===== src/rtl/wash_sequencer_pkg.sv =====
// -----------------------------------------------------------------------------
// wash_pkg
// Shared definitions for the wash sequencer: state encoding and the helper
// that turns the front-panel cycle request into the number of wash/rinse
// pairs actually run.
// -----------------------------------------------------------------------------
package wash_pkg;

    localparam int STATE_W = 3;

    // Encoding is consumed directly by the motor/valve decode logic, so the
    // numeric values are fixed. Value 7 is unused and treated as illegal.
    typedef enum logic [STATE_W-1:0] {
        IDLE  = 3'd0,
        SOAK  = 3'd1,
        WASH  = 3'd2,
        RINSE = 3'd3,
        SPIN  = 3'd4,
        PAUSE = 3'd5,
        DONE  = 3'd6
    } state_t;

    // A request of zero still runs one pair; requests above the supported
    // maximum are clamped to that maximum.
    function automatic int unsigned clamp_cycles(input int unsigned requested,
                                                 input int unsigned max_cycles);
        if (requested == 0)
            return 1;
        else if (requested > max_cycles)
            return max_cycles;
        else
            return requested;
    endfunction

endpackage


===== src/rtl/wash_sequencer_if.sv =====
// -----------------------------------------------------------------------------
// wash_sequencer_if
// Front-panel inputs and status outputs of the wash sequencer.
//   coin, start, cycles, lid, abort : panel -> sequencer
//   state, phase_left, cycle_idx,
//   credit, busy, door_lock, done   : sequencer -> decode logic / panel
// master : the side driving the panel inputs
// slave  : the sequencer itself
// -----------------------------------------------------------------------------
interface wash_sequencer_if #(
    parameter int CNT_W    = 2,
    parameter int TIMER_W  = 8,
    parameter int CREDIT_W = 2
);
    logic                coin;
    logic                start;
    logic [CNT_W-1:0]    cycles;
    logic                lid;
    logic                abort;
    logic [2:0]          state;
    logic [TIMER_W-1:0]  phase_left;
    logic [CNT_W-1:0]    cycle_idx;
    logic [CREDIT_W-1:0] credit;
    logic                busy;
    logic                door_lock;
    logic                done;

    modport master (
        output coin, start, cycles, lid, abort,
        input  state, phase_left, cycle_idx, credit, busy, door_lock, done
    );

    modport slave (
        input  coin, start, cycles, lid, abort,
        output state, phase_left, cycle_idx, credit, busy, door_lock, done
    );
endinterface


===== src/rtl/wash_sequencer_phase_timer.sv =====
// -----------------------------------------------------------------------------
// phase_timer
// Down-counter shared by every running phase.
//   clock, reset : clock and asynchronous active-low reset
//   load/load_val: load a new value (takes priority over en)
//   en           : decrement by one; holding en low freezes the count
//   count        : current value, zero : count == 0
// -----------------------------------------------------------------------------
module phase_timer #(
    parameter int TIMER_W = 8
) (
    input  logic               clock,
    input  logic               reset,
    input  logic               load,
    input  logic [TIMER_W-1:0] load_val,
    input  logic               en,
    output logic [TIMER_W-1:0] count,
    output logic               zero
);

    // Load wins over decrement so a phase change never loses its new duration.
    always_ff @(posedge clock or negedge reset) begin
        if (!reset)
            count <= '0;
        else if (load)
            count <= load_val;
        else if (en)
            count <= count - 1'b1;
    end

    assign zero = (count == '0);

endmodule


===== src/rtl/wash_sequencer.sv =====
// -----------------------------------------------------------------------------
// wash_sequencer
// Wash-cycle controller: coin credit, SOAK -> (WASH -> RINSE) x n -> SPIN ->
// DONE, with a lid interlock that pauses and resumes the running phase and
// an abort path straight to SPIN.
//   clock : rising-edge clock
//   reset : asynchronous, active-low
//   bus   : panel inputs (coin, start, cycles, lid, abort) and registered
//           status outputs (state, phase_left, cycle_idx, credit, busy,
//           door_lock, done)
// -----------------------------------------------------------------------------
module wash_sequencer
    import wash_pkg::*;
#(
    parameter int TIMER_W    = 8,
    parameter int SOAK_T     = 20,
    parameter int WASH_T     = 30,
    parameter int RINSE_T    = 20,
    parameter int SPIN_T     = 15,
    parameter int CNT_W      = 2,
    parameter int MAX_CYCLES = 3,
    parameter int PRICE      = 2
) (
    input  logic             clock,
    input  logic             reset,
    wash_sequencer_if.slave  bus
);

    localparam int CREDIT_W = $clog2(PRICE + 1);

    localparam logic [TIMER_W-1:0]  SOAK_V  = TIMER_W'(SOAK_T - 1);
    localparam logic [TIMER_W-1:0]  WASH_V  = TIMER_W'(WASH_T - 1);
    localparam logic [TIMER_W-1:0]  RINSE_V = TIMER_W'(RINSE_T - 1);
    localparam logic [TIMER_W-1:0]  SPIN_V  = TIMER_W'(SPIN_T - 1);
    localparam logic [CREDIT_W-1:0] PRICE_V = CREDIT_W'(PRICE);

    state_t              state_q, state_d;
    state_t              resume_q, resume_d;
    logic [TIMER_W-1:0]  saved_q, saved_d;
    logic [CNT_W-1:0]    ncyc_q, ncyc_d;
    logic [CNT_W-1:0]    idx_q, idx_d;
    logic [CREDIT_W-1:0] credit_q, credit_d;
    logic                busy_q, busy_d;
    logic                lock_q, lock_d;
    logic                done_q, done_d;

    logic                tmr_load;
    logic [TIMER_W-1:0]  tmr_val;
    logic                tmr_en;
    logic [TIMER_W-1:0]  tmr_count;
    logic                tmr_zero;

    logic [CNT_W:0]      idx_plus_one;
    logic                more_pairs;

    phase_timer #(
        .TIMER_W (TIMER_W)
    ) u_timer (
        .clock    (clock),
        .reset    (reset),
        .load     (tmr_load),
        .load_val (tmr_val),
        .en       (tmr_en),
        .count    (tmr_count),
        .zero     (tmr_zero)
    );

    // One extra bit so the comparison cannot wrap when idx is at its maximum.
    assign idx_plus_one = {1'b0, idx_q} + (CNT_W+1)'(1);
    assign more_pairs   = (idx_plus_one < {1'b0, ncyc_q});

    // State register together with every registered output, so all status
    // outputs change on the same edge as the state.
    always_ff @(posedge clock or negedge reset) begin
        if (!reset) begin
            state_q  <= IDLE;
            resume_q <= IDLE;
            saved_q  <= '0;
            ncyc_q   <= '0;
            idx_q    <= '0;
            credit_q <= '0;
            busy_q   <= 1'b0;
            lock_q   <= 1'b0;
            done_q   <= 1'b0;
        end else begin
            state_q  <= state_d;
            resume_q <= resume_d;
            saved_q  <= saved_d;
            ncyc_q   <= ncyc_d;
            idx_q    <= idx_d;
            credit_q <= credit_d;
            busy_q   <= busy_d;
            lock_q   <= lock_d;
            done_q   <= done_d;
        end
    end

    // Next-state and datapath control. Priority inside a running phase is
    // lid, then abort, then expiry; the timer only counts when none fires.
    always_comb begin
        state_d  = state_q;
        resume_d = resume_q;
        saved_d  = saved_q;
        ncyc_d   = ncyc_q;
        idx_d    = idx_q;
        credit_d = credit_q;
        tmr_load = 1'b0;
        tmr_val  = '0;
        tmr_en   = 1'b0;

        case (state_q)
            IDLE: begin
                if (credit_q == PRICE_V && bus.start && !bus.lid) begin
                    state_d  = SOAK;
                    credit_d = '0;
                    ncyc_d   = CNT_W'(clamp_cycles(32'(bus.cycles), MAX_CYCLES));
                    idx_d    = '0;
                    tmr_load = 1'b1;
                    tmr_val  = SOAK_V;
                end else if (bus.coin && credit_q != PRICE_V) begin
                    credit_d = credit_q + 1'b1;
                end
            end

            SOAK, WASH, RINSE, SPIN: begin
                if (bus.lid) begin
                    state_d  = PAUSE;
                    resume_d = state_q;
                    saved_d  = tmr_count;
                end else if (bus.abort && state_q != SPIN) begin
                    state_d  = SPIN;
                    tmr_load = 1'b1;
                    tmr_val  = SPIN_V;
                end else if (tmr_zero) begin
                    tmr_load = 1'b1;
                    case (state_q)
                        SOAK: begin
                            state_d = WASH;
                            tmr_val = WASH_V;
                        end
                        WASH: begin
                            state_d = RINSE;
                            tmr_val = RINSE_V;
                        end
                        RINSE: begin
                            if (more_pairs) begin
                                state_d = WASH;
                                idx_d   = idx_plus_one[CNT_W-1:0];
                                tmr_val = WASH_V;
                            end else begin
                                state_d = SPIN;
                                tmr_val = SPIN_V;
                            end
                        end
                        default: begin
                            state_d  = DONE;
                            tmr_load = 1'b0;
                        end
                    endcase
                end else begin
                    tmr_en = 1'b1;
                end
            end

            // Abort while paused redirects the resume to a full SPIN, even
            // with the lid still open; closing the lid on the same edge as
            // the abort goes straight there.
            PAUSE: begin
                if (!bus.lid) begin
                    tmr_load = 1'b1;
                    if (bus.abort) begin
                        state_d = SPIN;
                        tmr_val = SPIN_V;
                    end else begin
                        state_d = resume_q;
                        tmr_val = saved_q;
                    end
                end else if (bus.abort) begin
                    resume_d = SPIN;
                    saved_d  = SPIN_V;
                end
            end

            DONE: begin
                state_d = IDLE;
                idx_d   = '0;
            end

            default: begin
                state_d = IDLE;
                idx_d   = '0;
            end
        endcase
    end

    // Status outputs derived from the upcoming state and registered above.
    always_comb begin
        busy_d = (state_d != IDLE);
        lock_d = (state_d inside {SOAK, WASH, RINSE, SPIN});
        done_d = (state_d == DONE);
    end

    assign bus.state      = state_q;
    assign bus.phase_left = tmr_count;
    assign bus.cycle_idx  = idx_q;
    assign bus.credit     = credit_q;
    assign bus.busy       = busy_q;
    assign bus.door_lock  = lock_q;
    assign bus.done       = done_q;

endmodule

===== src/flat_wrapper.sv =====
// flat-port wrapper written by rule: the top's interface ports become plain ports
module wash_sequencer_flat import wash_pkg::*;
#(
    parameter int TIMER_W    = 8,
    parameter int SOAK_T     = 20,
    parameter int WASH_T     = 30,
    parameter int RINSE_T    = 20,
    parameter int SPIN_T     = 15,
    parameter int CNT_W      = 2,
    parameter int MAX_CYCLES = 3,
    parameter int PRICE      = 2
)
  (clock, reset, bus_coin, bus_start, bus_cycles, bus_lid, bus_abort, bus_state, bus_phase_left, bus_cycle_idx, bus_credit, bus_busy, bus_door_lock, bus_done);
  wash_sequencer_if #(.CNT_W(CNT_W), .TIMER_W(TIMER_W)) bus_i ();
  input  logic clock;
  input  logic reset;
  input wire logic [$bits(bus_i.coin)-1:0] bus_coin;
  input wire logic [$bits(bus_i.start)-1:0] bus_start;
  input wire logic [$bits(bus_i.cycles)-1:0] bus_cycles;
  input wire logic [$bits(bus_i.lid)-1:0] bus_lid;
  input wire logic [$bits(bus_i.abort)-1:0] bus_abort;
  output wire logic [$bits(bus_i.state)-1:0] bus_state;
  output wire logic [$bits(bus_i.phase_left)-1:0] bus_phase_left;
  output wire logic [$bits(bus_i.cycle_idx)-1:0] bus_cycle_idx;
  output wire logic [$bits(bus_i.credit)-1:0] bus_credit;
  output wire logic [$bits(bus_i.busy)-1:0] bus_busy;
  output wire logic [$bits(bus_i.door_lock)-1:0] bus_door_lock;
  output wire logic [$bits(bus_i.done)-1:0] bus_done;
  assign bus_i.coin = bus_coin;
  assign bus_i.start = bus_start;
  assign bus_i.cycles = bus_cycles;
  assign bus_i.lid = bus_lid;
  assign bus_i.abort = bus_abort;
  assign bus_state = bus_i.state;
  assign bus_phase_left = bus_i.phase_left;
  assign bus_cycle_idx = bus_i.cycle_idx;
  assign bus_credit = bus_i.credit;
  assign bus_busy = bus_i.busy;
  assign bus_door_lock = bus_i.door_lock;
  assign bus_done = bus_i.done;
  wash_sequencer #(.TIMER_W(TIMER_W), .SOAK_T(SOAK_T), .WASH_T(WASH_T), .RINSE_T(RINSE_T), .SPIN_T(SPIN_T), .CNT_W(CNT_W), .MAX_CYCLES(MAX_CYCLES), .PRICE(PRICE)) u_core (.clock(clock), .reset(reset), .bus(bus_i));
endmodule

===== config.mk =====
export PLATFORM = sky130hd
export DESIGN_NAME = wash_sequencer_flat
export DESIGN_NICKNAME = d
export VERILOG_FILES = /design/src/rtl/wash_sequencer_pkg.sv /design/src/rtl/wash_sequencer_if.sv /design/src/rtl/wash_sequencer_phase_timer.sv /design/src/rtl/wash_sequencer.sv /design/src/flat_wrapper.sv
export SDC_FILE = /design/constraint.sdc
export NUM_CORES = 1
export LEC_CHECK = 0
export BUFFER_PORTS_ARGS = -buffer_cell sky130_fd_sc_hd__buf_2
export CORE_UTILIZATION = 50
export DETAILED_ROUTE_END_ITERATION = 8
export GPL_TIMING_DRIVEN = 1
export PLACE_DENSITY_LB_ADDON = 0.1
export SYNTH_ARGS = -nofsm -noshare
export SYNTH_HDL_FRONTEND = slang
export SYNTH_SLANG_ARGS = --single-unit

===== constraint.sdc =====
create_clock -name clock -period 1.8 [get_ports clock]
set_input_delay 0.27 -clock clock [delete_from_list [all_inputs] [get_ports clock]]
set_output_delay 0.27 -clock clock [all_outputs]
set_load 0.01 [all_outputs]

==> summary.md, run 1 <==
| Metric | Value |
|---|---|
| Number of enable-type register cells in the synthesized netlist | `0` |
| Post-route clock skew | `4.01 ps` |
| Die Outline Area | `4050 um^2` |
| Overall global routing resource usage | `29.9%` |
| Effective utilization at floorplan | `51.9%` |
| Type of the setup path with the least slack | `reg2reg` |
| Standard cell core area | `about 3700 um^2` |
| Time the final worst path needs with I/O delays and setup | `2010 ps` |
| Worst skew pair latency | `280 ps` |
| Pin count of the biggest net entering global routing | `32` |
| Synthesized net count | `approximately 210` |
| Vias per cell | `5.85` |
| Post-detailed-route count of antenna-violating nets | `0` |
| Rel. slew slack | `52.3%` |
| Average instance area after synthesis | `9.41 um^2` |
| Number of clock sinks | `31` |
| Reg-to-reg endpoint | `u_core.bus.door_lock` |
| Type of element launching the critical path | `flop` |
| Post-DR wirelength/cell | `17.2 um` |
| Commonest cells after routing, fill and taps aside | `buf_4 (40), dfrtp_1 (27), buf_2 (25), nand2_1 (18), inv_1 (13)` |
| Die Y | `between 60 and 70 um` |
| Power per Cell Area | `1670 nW/um^2` |
| Detailed-routing iteration count for the pre-antenna-repair pass | `4` |
| Register bit count reported by yosys | `31` |
| Total of warnings raised by yosys | `0` |
| Primary flip-flop cell chosen by synthesis mapping | `dfrtp_1` |
| Sequential cell area | `781 um^2` |
| Run status | `finished, violations left` |
| Total overflow reported by the global router | `0` |
| Final cell count without fillers | `313` |
| Final-report setup violation count | `13` |
| Capture point of the worst path | `u_core.bus.door_lock` |
| Peak ir drop on the vdd network | `0.000798 V` |
| Reg2Reg Launch Point | `u_core.u_timer.count[4]` |
| Count of standard-cell rows | `22` |
| CP max stage cell | `or4_4` |
| Number of top-level design ports | `26` |
| Area of combinational cells with multiple inputs | `~1100 um^2` |
| Final Worst Setup Slack | `-209 ps` |
| Maximum fanout encountered on the critical timing path | `5` |
| Final Hold Violating Endpoints | `0` |
| Utilization of the core after routing | `69.5%` |
| R2R Setup Slk | `-210 ps` |
| Placed Cells | `304` |
| Synthesis-to-finish area growth | `34.0%` |
| Cell with the most instances on the worst path | `buf_4` |
| Async S/R FF share, synth | `100%` |
| Detailed placer's ending HPWL | `3910 um` |
| TritonCTS clock tree | `yes` |
| Antenna violations before repair | `0` |
| Max Fclk | `roughly 0.50 GHz` |
| Cell count of the worst reg-to-reg path | `6` |
| Width of the chip | `63.7 um` |
| Most common cell after layout, fill and taps aside | `buf_4` |
| Biggest cell delay along the critical path | `590 ps` |
| DRC Markers | `0` |
| Final net count | `276` |
| Vias in the first global route | `1853` |
| Netlist area before placement | `1900 um^2` |
| Violations in the final reports | `setup timing` |
| Hold Crit Class | `in2async` |
| Total detailed-routing wirelength | `approximately 5400 um` |
| Pleak | `1.16 nW` |
| Count of antenna diodes in the layout | `0` |
| Worst path required time | `1950 ps` |
| First-pass GRT wire length | `9070 um` |
| Number of different library cells in the post-synthesis netlist | `58` |
| Number of buffers inserted during clock tree synthesis | `5` |
| Sequential cell area fraction in the yosys report | `40.8%` |
| CTS Root Buffer Type | `clkbuf_8` |
| Placer's final routability congestion estimate | `between 0.8 and 0.9` |
| Iteration-0 DRC Markers | `70` |
| Nature of the critical path endpoint | `flop` |
| Pins Over Slew Limit | `0` |
| Crit path launch | `u_core.u_timer.count[4]` |
| H-tree lvl count | `2` |
| Cell-by-cell trace of the critical path | `or4_4 > nor3_4 > buf_4 > a21oi_1 > buf_4 > xor2_1` |
| Number of hold buffers added after cts | `0` |
| Final worst-path cycle share | `112%` |
| Clock Tree Buf Depth | `2` |
| Cells after synthesis | `~200` |
| Critical path data arrival time | `2160 ps` |
| Worst-margin pin slew | `slightly above 700 ps` |
| Max-Cap Viols | `0` |
| CTS clock-pin slew for the worst setup and hold paths | `70 ps` |
| Share of layout cells above drive strength 1 | `40.8%` |
| # port buffers | `25` |
| Number of filler cells placed in the layout | `275` |
| Unrepaired setup endpoints after global routing | `yes` |
| Via count | `1832` |
==> stage by stage <==
step	setup slack [ps]	instance area [um^2]	setup TNS (ps)	hold WS, ps	total power, W
detailed placement	-240	2330	-1240	359	0.00345
floorplan	-194	1920	-493	-25.6	0.00244
finish	-209	2550	-1290	39.3	0.00425
global placement	-150	2330	-773	333	0.00338
global route	-268	2550	-2210	86.8	0.00453
CTS	-186	2460	-1140	56.3	0.00408
==> cells in the mapped netlist, types with 3 or more instances <==
| master | number | area, um^2 |
|---|---|---|
| nor2_1 | 11 | 41.3 |
| nand4_1 | 4 | 25.0 |
| a31oi_1 | 4 | 25.0 |
| nand3_1 | 6 | 30.0 |
| nor4_1 | 3 | 18.8 |
| a22o_1 | 5 | 43.8 |
| a21oi_1 | 9 | 45.0 |
| o21ai_0 | 14 | 70.1 |
| nor3_1 | 7 | 35.0 |
| clkbuf_1 | 3 | 11.3 |
| inv_1 | 15 | 56.3 |
| a221oi_1 | 3 | 26.3 |
| nand2_1 | 18 | 67.6 |
| and3_1 | 3 | 18.8 |
| o211ai_1 | 3 | 22.5 |
| dfrtp_1 | 31 | 776 |
| xnor2_1 | 4 | 35.0 |
| clkbuf_8 | 3 | 41.3 |
| a22oi_1 | 3 | 22.5 |
| nor3b_1 | 3 | 22.5 |
| ha_1 | 3 | 37.5 |
==> registers in the layout (all words and copies together) (netlist names) <==
name                  flops
u_core.bus.cycle_idx      2
u_core.saved_q            8
u_core.ncyc_q             2
u_core.resume_q           3
u_core.bus.done           1
u_core.bus.state          3
u_core.bus.credit         2
u_core.bus.busy           1
u_core.bus.door_lock      1
u_core.u_timer.count      8
==> worst min path at each step <==
stage,startpoint,end,cells past startpoint
floorplan,reset,u_core.bus.busy,0
global placement,reset,u_core.ncyc_q[0],1
detailed placement,reset,u_core.ncyc_q[0],1
CTS,reset,u_core.ncyc_q[1],1
global route,reset,u_core.bus.door_lock,1
finish,reset,u_core.resume_q[1],1
==> final cells by class <==
cell class / count / area share (%)
Clock buffer: 7 / 3.00
Clock inverter: 1 / 0.197
Inverter: 15 / 2.21
Multi-Input combinational cell: 145 / 44.1
Sequential cell: 31 / 30.7
Tap cell: 48 / 2.36
Timing Repair Buffer: 66 / 17.5
==> metal layers <==
metal	share of wire [%]	global-route usage, %	wire length [um]	vias to the layer above
li1	-	-	-	862
met1	48	41.9	2580	903
met2	45	43.8	2440	57
met3	4.1	6.16	221	10
met4	2.3	14.5	123	0
met5	0	0	0	-
==> repair_timing <==
| item | CTS | global route |
|---|---|---|
| endpoints found under the setup margin | 14 | 16 |
| setup buffers | 0 | 1 |
| pin swaps | 12 | 12 |
| resized for setup | 12 | 15 |
| endpoints found under the hold margin | 0 | 0 |
==> logic make-up after synthesis <==
group                    synth area share, %
AND/OR/NAND/NOR                         23.0
AO/OA/AOI/OAI                           20.9
flip-flops                              40.8
buffers and inverters                   7.83
XOR/XNOR                                2.76
adder cells (fa/ha/maj)                 3.03
multiplexers                            1.65
==> report_power, final <==
group	total [W]	internal (W)	switching, W
Combinational	0.00256	0.00119	0.00136
Sequential	0.00117	0.000948	0.000224
Clock	0.000525	0.000271	0.000254
==> critical path, delay by kind of cell, from the launching register on <==
family	cells	cell delay, ps
AO/OA/AOI/OAI	1	70
XOR/XNOR	1	140
buffers and inverters	2	380
flip-flops	1	400
AND/OR/NAND/NOR	2	890
No activity file was read; power rests on OpenSTA's default activity.
==> run 2: changes to the inputs <==
- ABC_AREA: not set -> 1
==> summary.md, run 2 <==
| Metric | Value |
|---|---|
| Final-report setup violation count | `0 (-13)` |
| Detailed placer's ending HPWL | `3590 um (-8.0%)` |
| Post-DR wirelength/cell | `12.7 um (-26%)` |
| Max Fclk | `0.574 GHz (+15%)` |
| Total overflow reported by the global router | `0 (unchanged)` |
| Vias in the first global route | `1640 (-11%)` |
| TritonCTS clock tree | `yes` |
| Yosys top cell by area | `dfrtp_1` |
| Standard cell core area | `3660 um^2 (unchanged)` |
| Setup fix buffers added after clock tree synthesis | `0 (unchanged)` |
| Antenna violations before repair | `0 (unchanged)` |
| Overall global routing resource usage | `25.2% (-4.7 points)` |
| Worst-margin pin slew | `680 ps (-34.7 ps)` |
| Post-detailed-route count of antenna-violating nets | `0 (unchanged)` |
| CTS clock-pin slew for the worst setup and hold paths | `70 ps (about the same)` |
| Time the final worst path needs with I/O delays and setup | `1740 ps (-266 ps)` |
| Peak ir drop on the vdd network | `0.000869 V (+8.9%)` |
| Worst slack at placement | `-36.0 ps (+204 ps)` |
| Rel. slew slack | `54.6% (+2.3 points)` |
| Count of antenna diodes in the layout | `0 (unchanged)` |
| Effective utilization at floorplan | `52.5% (+0.58 points)` |
| Final Worst Setup Slack | `56.9 ps (+266 ps)` |
| Type of the setup path with the least slack | `reg2reg` |
| Post-route clock skew | `9.05 ps (+5.03 ps)` |
| Unrepaired setup endpoints after global routing | `yes` |
| Synthesized net count | `276 (+29%)` |
| # port buffers | `25 (unchanged)` |
| Biggest cell delay along the critical path | `540 ps (-50 ps)` |
| Iteration-0 DRC Markers | `106 (+51%)` |
| Worst path required time | `1970 ps (+20 ps)` |
| Most common cell after layout, fill and taps aside | `nand2_1` |
| Maximum fanout encountered on the critical timing path | `3 (-2)` |
| Final worst-path cycle share | `96.8% (-15 points)` |
| DRC Markers | `0 (unchanged)` |
| Number of different library cells in the post-synthesis netlist | `32 (-45%)` |
| Netlist area before placement | `1920 um^2 (+1.1%)` |
| Vias per cell | `5.00 (-15%)` |
| Width of the chip | `64.0 um (+0.53%)` |
| Most frequent cells after synthesis | `nand2_1 (57), nor2_1 (41), inv_1 (32)` |
| Cell with the most instances on the worst path | `nor2_1` |
| Min Hold Slack | `18.8 ps (-20.4 ps)` |
| Total detailed-routing wirelength | `4640 um (-14%)` |
| Final net count | `329 (+19%)` |
| CTS Root Buffer Type | `clkbuf_8` |
| Most frequent cell after synthesis | `nand2_1` |
| Pins Over Slew Limit | `0 (unchanged)` |
| Pin count of the biggest net entering global routing | `32 (unchanged)` |
| Share of layout cells above drive strength 1 | `27.1% (-14 points)` |
| Worst skew pair latency | `290 ps (about the same)` |
| Synthesis-to-finish area growth | `24.5%` |
| Biggest regs | `u_core.saved_q x8, u_core.u_timer.count x8` |
| Via count | `1824 (-0.44%)` |
| Detailed-routing iteration count for the pre-antenna-repair pass | `4 (unchanged)` |
| Max-Cap Viols | `0 (unchanged)` |
| Cells after synthesis | `264 (+31%)` |
| Count of standard-cell rows | `22 (unchanged)` |
| Number of buffers inserted during clock tree synthesis | `5 (unchanged)` |
| Hold Crit Class | `in2async` |
| Pleak | `1.25 nW (+8.4%)` |
| Primary flip-flop cell chosen by synthesis mapping | `dfrtp_1` |
| Run status | `completed` |
| Final Hold Violating Endpoints | `0 (unchanged)` |
| CP max stage cell | `fa_1` |
| Commonest cells after routing, fill and taps aside | `nand2_1 (54), nor2_1 (40), inv_1 (31), dfrtp_1 (30), buf_4 (27)` |
| Number of clock sinks | `31 (unchanged)` |
| Number of enable-type register cells in the synthesized netlist | `0 (unchanged)` |
| Number of hold buffers added after cts | `0 (unchanged)` |
| Placer's final routability congestion estimate | `1.01 (+13%)` |
| Clock Tree Buf Depth | `2 (unchanged)` |
| Average instance area after synthesis | `7.28 um^2 (-23%)` |
| Power per Cell Area | `1760 nW/um^2 (+5.5%)` |
| Nature of the critical path endpoint | `flop` |
| Critical path data arrival time | `1910 ps (-250 ps)` |
| Cell types with the largest area share after synthesis | `dfrtp_1 (40%), nand2_1 (11%), nor2_1 (8.0%)` |
| Area share of the leading cell type in the synthesized netlist | `40.4% (-0.45 points)` |
| Async S/R FF share, synth | `100% (unchanged)` |
| Die Outline Area | `4100 um^2 (+1.1%)` |
| H-tree lvl count | `2 (unchanged)` |
| Sequential cell area fraction in the yosys report | `40.4% (-0.45 points)` |
| First-pass GRT wire length | `7790 um (-14%)` |
| Type of element launching the critical path | `flop` |
| Total of warnings raised by yosys | `0 (unchanged)` |
| Register bit count reported by yosys | `31 (unchanged)` |
| Number of top-level design ports | `26 (unchanged)` |
| Die Y | `64.0 um (+0.53%)` |
| Number of filler cells placed in the layout | `339 (+23%)` |
| Cell-by-cell trace of the critical path | `inv_2 > fa_1 > nand3_2 > nand2_2 > nand2_2 > nand2_1 > nor2_1 > nor2_2 > nand3_1 > nor2_1 > nor2_1` |
-- run 2: final timing paths --
| path | from | to | slack [ps] | depth (start not counted) |
|---|---|---|---|---|
| min in group clock | bus_cycles[0] | u_core.ncyc_q[0] | 220 | 2 |
| max reg2reg | u_core.ncyc_q[1] | u_core.bus.door_lock | 60 | 11 |
| min reg2reg | u_core.bus.credit[0] | u_core.bus.credit[0] | 510 | 1 |
| min | reset | u_core.saved_q[6] | 20 | 1 |
| max in group asynchronous | reset | u_core.bus.cycle_idx[0] | 1290 | 1 |
| max | u_core.ncyc_q[1] | u_core.bus.door_lock | 60 | 11 |
-- run 2: logic make-up (layout without fill, tap and decap cells) --
kind of cell,after synthesis,in the layout,synth area share [%]
AO/OA/AOI/OAI,47,47,14.5
XOR/XNOR,3,3,1.37
adder cells (fa/ha/maj),4,4,3.00
buffers and inverters,42,95,8.79
flip-flops,31,31,40.4
AND/OR/NAND/NOR,137,137,32.0
-- run 2: critical path: cells and delay by family (launching register included) --
family	cells	cell delay, ps
adders and majority gates	1	540
buffers and inverters	1	50
and+or+nand+nor	9	690
DFF	1	340
-- run 2: area by class of cell --
cell class,count,area [um^2],share of cell area (%)
clock inverter,1,5.00,0.209
timing repair buffer,52,328,13.7
inverter,36,138,5.75
sequential,31,777,32.5
tap,48,60.1,2.51
clock buffer,6,82.6,3.45
multi-input combinational,191,1000,41.9
-- run 2: where the power goes --
| part | total [W] | switching [W] | internal (W) |
|---|---|---|---|
| sequential | 0.00118 | 0.000181 | 0.000997 |
| combinational | 0.00249 | 0.00150 | 0.000983 |
| clock | 0.000552 | 0.000252 | 0.000299 |
-- run 2: what timing repair did --
item,CTS,global route
hold endpoints to repair,0,0
setup endpoints to repair,3,11
resized for setup,2,6
pin swaps,4,4
-- run 2: layer usage --
metal,wire length [um],vias to the layer above,global-route usage (%)
li1,-,952,-
met1,2330,822,36.0
met2,2000,44,37.2
met3,253,6,6.43
met4,54,0,7.67
met5,0,-,0
-- run 2: per-stage QoR --
step / power, W / cells / cell area [um^2] / setup TNS [ps] / utilization [%]
2_1_floorplan: 0.00276 / 264 / 1920 / 0 / -
3_3_place_gp: 0.00357 / 358 / 2280 / -9.12 / 62.3
3_5_place_dp: 0.00360 / 358 / 2280 / -60.5 / 62.3
4_1_cts: 0.00418 / 365 / 2370 / 0 / 64.8
5_1_grt: 0.00461 / 365 / 2390 / -362 / 65.3
6_report: 0.00421 / 365 / 2390 / 0 / 65.3
